==> config.mk <==
export PLATFORM = sky130hd
export DESIGN_NAME = seq_counter_ctrl
export DESIGN_NICKNAME = d
export VERILOG_FILES = /design/src/rtl/seq_counter_ctrl.sv
export SDC_FILE = /design/constraint.sdc
export NUM_CORES = 1
export LEC_CHECK = 0
export CORE_ASPECT_RATIO = 1.75
export CORE_UTILIZATION = 25
export DETAILED_ROUTE_END_ITERATION = 10
export SKIP_CTS_REPAIR_TIMING = 1
export SYNTH_ARGS = -nofsm -noshare
export SYNTH_HDL_FRONTEND = slang
export SYNTH_SLANG_ARGS = --single-unit
==> constraint.sdc <==
create_clock -name clk -period 2.3 [get_ports clk]
set_input_delay 0.575 -clock clk [delete_from_list [all_inputs] [get_ports clk]]
set_output_delay 0.575 -clock clk [all_outputs]
set_load 0.005 [all_outputs]
==> src/rtl/seq_counter_ctrl.sv <==
// Command sequencer for the 0,1,2,3,8,9,10 up/down sequence counter.
// Define SEQ_CTRL_VERIFY_EN to also flag a counter that ends on the wrong value.
module seq_counter_ctrl #(
  parameter int MAX_STEP = 14
) (
  input  logic       clk,
  input  logic       reset,
  input  logic       cmd_valid,
  output logic       cmd_ready,
  input  logic [1:0] cmd_op,
  input  logic [3:0] cmd_arg,
  input  logic [3:0] cnt_value,
  output logic       cnt_load,
  output logic       cnt_en,
  output logic       cnt_up,
  output logic [3:0] cnt_data,
  output logic       busy,
  output logic       done,
  output logic       err
);

  typedef enum logic [1:0] {S_IDLE, S_LOAD, S_STEP, S_CHECK} state_t;

  localparam logic [1:0] OP_LOAD = 2'b00;
  localparam logic [1:0] OP_UP   = 2'b01;
  localparam logic [1:0] OP_DOWN = 2'b10;
  localparam logic [3:0] MAX_N   = 4'(MAX_STEP);

  function automatic logic on_seq(input logic [3:0] v);
    return (v <= 4'd3) || ((v >= 4'd8) && (v <= 4'd10));
  endfunction

  function automatic logic [2:0] to_idx(input logic [3:0] v);
    return v[3] ? 3'(v - 4'd4) : v[2:0];
  endfunction

  function automatic logic [2:0] mod7(input logic [4:0] x);
    return 3'(x % 5'd7);
  endfunction

  state_t     state_q, state_d;
  logic [3:0] rem_q, rem_d;
  logic       up_q, up_d;
  logic       arg_err_q, arg_err_d;
  logic       cnt_load_q, cnt_load_d;
  logic       cnt_en_q, cnt_en_d;
  logic       cnt_up_q, cnt_up_d;
  logic [3:0] cnt_data_q, cnt_data_d;
  logic       done_q, done_d;

  logic       cur_ok, arg_ok;
  logic [2:0] cur_idx, arg_idx, seek_d;
  logic [3:0] step_n, n_cmd;
  logic       up_cmd;
  logic       mismatch;

  always_comb begin
    cur_ok  = on_seq(cnt_value);
    arg_ok  = on_seq(cmd_arg);
    cur_idx = to_idx(cnt_value);
    arg_idx = to_idx(cmd_arg);
    step_n  = (cmd_arg > MAX_N) ? MAX_N : cmd_arg;
    seek_d  = mod7(5'd7 + {2'b00, arg_idx} - {2'b00, cur_idx});
  end

`ifdef SEQ_CTRL_VERIFY_EN
  logic [3:0] exp_q, exp_d;
  logic [3:0] step_exp;
  logic [2:0] base_idx;
  logic [3:0] eff_n;

  function automatic logic [3:0] to_val(input logic [2:0] i);
    return (i >= 3'd4) ? ({1'b0, i} + 4'd4) : {1'b0, i};
  endfunction

  // An off-sequence counter snaps to 0 on its first step, then counts normally.
  always_comb begin
    base_idx = cur_ok ? cur_idx : 3'd0;
    eff_n    = cur_ok ? step_n : (step_n - 4'd1);
    step_exp = cnt_value;
    if (step_n != 4'd0) begin
      if (cmd_op == OP_UP)
        step_exp = to_val(mod7({2'b00, base_idx} + {1'b0, eff_n}));
      else
        step_exp = to_val(mod7(5'd21 + {2'b00, base_idx} - {1'b0, eff_n}));
    end
  end

  assign mismatch = (cnt_value != exp_q);
`else
  assign mismatch = 1'b0;
`endif

  always_comb begin
    state_d    = state_q;
    rem_d      = rem_q;
    up_d       = up_q;
    arg_err_d  = arg_err_q;
    cnt_load_d = 1'b0;
    cnt_en_d   = 1'b0;
    cnt_up_d   = 1'b0;
    cnt_data_d = 4'd0;
    done_d     = 1'b0;
    n_cmd      = 4'd0;
    up_cmd     = 1'b0;
`ifdef SEQ_CTRL_VERIFY_EN
    exp_d      = exp_q;
`endif
    case (state_q)
      S_IDLE: begin
        if (cmd_valid) begin
          case (cmd_op)
            OP_LOAD: begin
              state_d    = S_LOAD;
              cnt_load_d = 1'b1;
              cnt_data_d = cmd_arg;
              arg_err_d  = !arg_ok;
`ifdef SEQ_CTRL_VERIFY_EN
              exp_d      = arg_ok ? cmd_arg : 4'd0;
`endif
            end
            OP_UP, OP_DOWN: begin
              up_cmd    = (cmd_op == OP_UP);
              n_cmd     = step_n;
              arg_err_d = (cmd_arg > MAX_N);
`ifdef SEQ_CTRL_VERIFY_EN
              exp_d     = step_exp;
`endif
            end
            default: begin
              // Seek takes the shorter way round the 7-entry ring.
              if (arg_ok && cur_ok) begin
                up_cmd    = (seek_d <= 3'd3);
                n_cmd     = up_cmd ? {1'b0, seek_d} : (4'd7 - {1'b0, seek_d});
                arg_err_d = 1'b0;
`ifdef SEQ_CTRL_VERIFY_EN
                exp_d     = cmd_arg;
`endif
              end else begin
                arg_err_d = 1'b1;
`ifdef SEQ_CTRL_VERIFY_EN
                exp_d     = cnt_value;
`endif
              end
            end
          endcase
          if (cmd_op != OP_LOAD) begin
            up_d  = up_cmd;
            rem_d = n_cmd;
            if (n_cmd == 4'd0) begin
              state_d = S_CHECK;
              done_d  = 1'b1;
            end else begin
              state_d  = S_STEP;
              cnt_en_d = 1'b1;
              cnt_up_d = up_cmd;
            end
          end
        end
      end
      S_LOAD: begin
        state_d = S_CHECK;
        done_d  = 1'b1;
      end
      S_STEP: begin
        rem_d = rem_q - 4'd1;
        if (rem_q == 4'd1) begin
          state_d = S_CHECK;
          done_d  = 1'b1;
        end else begin
          cnt_en_d = 1'b1;
          cnt_up_d = up_q;
        end
      end
      default: state_d = S_IDLE;
    endcase
  end

  always_ff @(posedge clk or posedge reset) begin
    if (reset) begin
      state_q    <= S_IDLE;
      rem_q      <= 4'd0;
      up_q       <= 1'b0;
      arg_err_q  <= 1'b0;
      cnt_load_q <= 1'b0;
      cnt_en_q   <= 1'b0;
      cnt_up_q   <= 1'b0;
      cnt_data_q <= 4'd0;
      done_q     <= 1'b0;
`ifdef SEQ_CTRL_VERIFY_EN
      exp_q      <= 4'd0;
`endif
    end else begin
      state_q    <= state_d;
      rem_q      <= rem_d;
      up_q       <= up_d;
      arg_err_q  <= arg_err_d;
      cnt_load_q <= cnt_load_d;
      cnt_en_q   <= cnt_en_d;
      cnt_up_q   <= cnt_up_d;
      cnt_data_q <= cnt_data_d;
      done_q     <= done_d;
`ifdef SEQ_CTRL_VERIFY_EN
      exp_q      <= exp_d;
`endif
    end
  end

  assign cmd_ready = (state_q == S_IDLE);
  assign busy      = (state_q != S_IDLE);
  assign cnt_load  = cnt_load_q;
  assign cnt_en    = cnt_en_q;
  assign cnt_up    = cnt_up_q;
  assign cnt_data  = cnt_data_q;
  assign done      = done_q;
  // The counter result is only known once CHECK is reached, so err looks at it live.
  assign err       = done_q & (arg_err_q | mismatch);

endmodule

==> flow_metrics.env <==
export IMPL_placed_area_sq_mm=0.00214
export IMPL_cts_buffers=3
export IMPL_grt_pass1_wl_microns=6480
export IMPL_synth_edf_count=0
export IMPL_fin_skew_ns=0.00551
export IMPL_dpl_cell_count=302
export IMPL_critPathMaxFanout=4
export IMPL_synthCells=164
export IMPL_yosys_top_cells_area="dfrtp_1, ha_1, inv_1, nand2_1, a21oi_1"
export IMPL_synth_seq_area_share_pct=27.8
export IMPL_synth_fa_ha_area_share_pct=18.8
export IMPL_synth_nets=198
export IMPL_die_height_microns=102
export IMPL_synth_compound_area_share_pct=24.3
export IMPL_ys_types=51
export IMPL_async_reset_ff_share_pct=100
export IMPL_drt_iter0_drc=78
export IMPL_yosysMostFrequentCell="inv_1"
export IMPL_layout_nets=267
export IMPL_worst_pin_slew_ns=0.646
export IMPL_area_delta_synth_final_pct=59.4
export IMPL_dp_hpwl_microns=3250
export IMPL_ant_nets=0
export IMPL_rsz0062_at_grt="true"
export IMPL_syn_area_sq_mm=0.00144
export IMPL_dr_pass1_iters=4
export IMPL_final_period_utilization_pct=126
export IMPL_grtUsageTotal_pct=14.1
export IMPL_n_antenna_cell=0
export IMPL_cts_tree="yes"
export IMPL_arrival_ns=3.04
export IMPL_io_pins=24
export IMPL_finalMaxSlewViolations=0
export IMPL_yosys_warnings=0
export IMPL_synth_top_area_cell="dfrtp_1"
export IMPL_path_clk_slew_ns=0.07
export IMPL_synth_common_cells="inv_1, ha_1, dfrtp_1"
export IMPL_synth_top_family_by_area="compound AO/OA/AOI/OAI gates"
export IMPL_maxCapViolCount=0
export IMPL_syn_area_per_cell_sq_um=8.77
export IMPL_powerDensity_mw_per_mm2=797
export IMPL_antenna_found_initial=0
export IMPL_design_area_sq_mm=0.00229
export IMPL_synth_mux_area_share_pct=0.783
export IMPL_ir_drop_uv=287
export IMPL_cp_required_ns=2.44
export IMPL_cts_root_buf="clkbuf_8"
export IMPL_leakage_nw=1.06
export IMPL_setup_tns_ns=-3.56
export IMPL_final_util_pct=41.4
export IMPL_core_area_sq_mm=0.00554
export IMPL_gp_congestion=0.840
export IMPL_portBuffers=23
export IMPL_clk_path_buf_depth=2
export IMPL_drive_gt1_share_pct=39.7
export IMPL_drc=0
export IMPL_fin_ws_ns=-0.594
export IMPL_fmax_mhz=346
export IMPL_rows=36
export IMPL_crit_type="primary input to flop"
export IMPL_vias=1464
export IMPL_synth_flop_cell="dfrtp_1"
export IMPL_post_route_min_period_ns=2.89
export IMPL_yosysTopAreaCellShare_pct=27.8
export IMPL_htree_levels=1
export IMPL_die_width_microns=59.4
export IMPL_status="finished with violations"
export IMPL_ys_seq_elements=16
export IMPL_clock_latency_ns=0.25
export IMPL_routedWlPerCell_microns=12.9
export IMPL_cp_start_kind="primary input"
export IMPL_post_synth_xor_area_fraction_pct=1.74
export IMPL_hold_violations=0
export IMPL_cts_sinks=16
export IMPL_violations="setup timing"
export IMPL_setup_viol=7
export IMPL_overflow=0
export IMPL_stdcell_count=308
export IMPL_min_path_type="flop to flop"
export IMPL_start_util_pct=26.0
export IMPL_drt_vias_per_instance=4.75
export IMPL_grt_start_max_net_pins=17
export IMPL_synth_simple_area_share_pct=20.2
export IMPL_endpoint_kind="flop"
export IMPL_slew_limit_headroom_pct=56.9
export IMPL_grt_pass1_vias=1431
export IMPL_routed_wl_microns=3980
export IMPL_place_ws_ns=-1.35
export IMPL_die_area_sq_mm=0.00608
-- worst max-delay path, cell delays in order --
cell	delay (ns)
buf_8	0.10
inv_6	0.05
ha_4	0.13
inv_2	0.04
fa_2	0.42
xor2_4	0.18
a21oi_2	0.06
nor2_2	0.11
ha_2	0.22
nand2_1	0.06
and3_4	0.15
a22oi_2	0.25
xor2_2	0.13
o311a_1	0.38
o22a_1	0.19
-- routing by layer --
metal / wire length, microns / track usage, % / part of all wire [%] / up-vias
li1: - / - / - / 723
met1: 1460 / 13.7 / 37 / 697
met2: 2290 / 28.1 / 57 / 33
met3: 90 / 1.52 / 2.3 / 11
met4: 142 / 6.78 / 3.6 / 0
met5: 0 / 0 / 0 / -
-- layout make-up --
cell class,count,area [sq um]
multi-input combinational,124,1100
tap,76,95.1
clock buffer,4,55.1
fill,551,3250
inverter,22,91.3
sequential,16,400
timing repair buffer,66,551
-- state kept, by name (all words and copies together), names as in the netlist --
| signal | cells |
|---|---|
| cnt_data | 4 |
| rem_q | 4 |
| state_q | 2 |
| arg_err_q | 1 |
| cnt_en | 1 |
| cnt_load | 1 |
| cnt_up | 1 |
| done | 1 |
| up_q | 1 |
-- path summary, 6_finish.rpt --
kind / from / end / slack, ns / cells after the start
max reg2reg: state_q[0] / rem_q[2] / 0.47 / 9
max: cnt_value[0] / cnt_en / -0.59 / 15
min: arg_err_q / arg_err_q / 0.48 / 2
max in group asynchronous: reset / rem_q[3] / 1.17 / 2
min reg2reg: arg_err_q / arg_err_q / 0.48 / 2
min in group asynchronous: reset / done / 0.71 / 2
-- power breakdown --
| part | switching (mW) | total, mW | internal (mW) |
|---|---|---|---|
| clock | 0.101 | 0.253 | 0.152 |
| combinational | 0.552 | 1.14 | 0.585 |
| sequential | 0.0654 | 0.437 | 0.372 |
| total | 0.718 | 1.83 | 1.11 |
-- cell families (layout without fill, tap and decap cells) --
logic type,after synthesis,count (layout)
AO/OA/AOI/OAI,44,44
buffers and inverters,24,92
flip-flops,16,16
adder cells (fa/ha/maj),21,21
multiplexers,1,1
AND/OR/NAND/NOR,56,56
XOR/XNOR,2,2
-- per-stage QoR --
stage	power, mW	hold WS (ns)
2_1_floorplan	1.07	0.442
3_3_place_gp	1.49	0.466
3_5_place_dp	1.49	0.469
4_1_cts	1.75	0.484
5_1_grt	1.99	0.525
6_report	1.83	0.477
-- cell usage in the layout (no fill, tap or decap), types with 3 or more instances in the layout --
master / synthesis / routed
o21ai_0: 3 / 3
a31oi_1: 3 / 3
nand2b_1: 4 / 4
inv_1: 21 / 13
nand3_1: 8 / 7
ha_1: 20 / 14
inv_2: 1 / 7
nor3_1: 5 / 5
clkbuf_8: 0 / 4
nor2b_1: 4 / 4
nand2_1: 14 / 14
buf_4: 0 / 43
nor2_1: 7 / 6
or3_1: 4 / 4
ha_4: 0 / 5
a21oi_1: 8 / 6
dfrtp_1: 16 / 16
clkdlybuf4s50_1: 0 / 15
No activity file was read; power rests on OpenSTA's default activity.
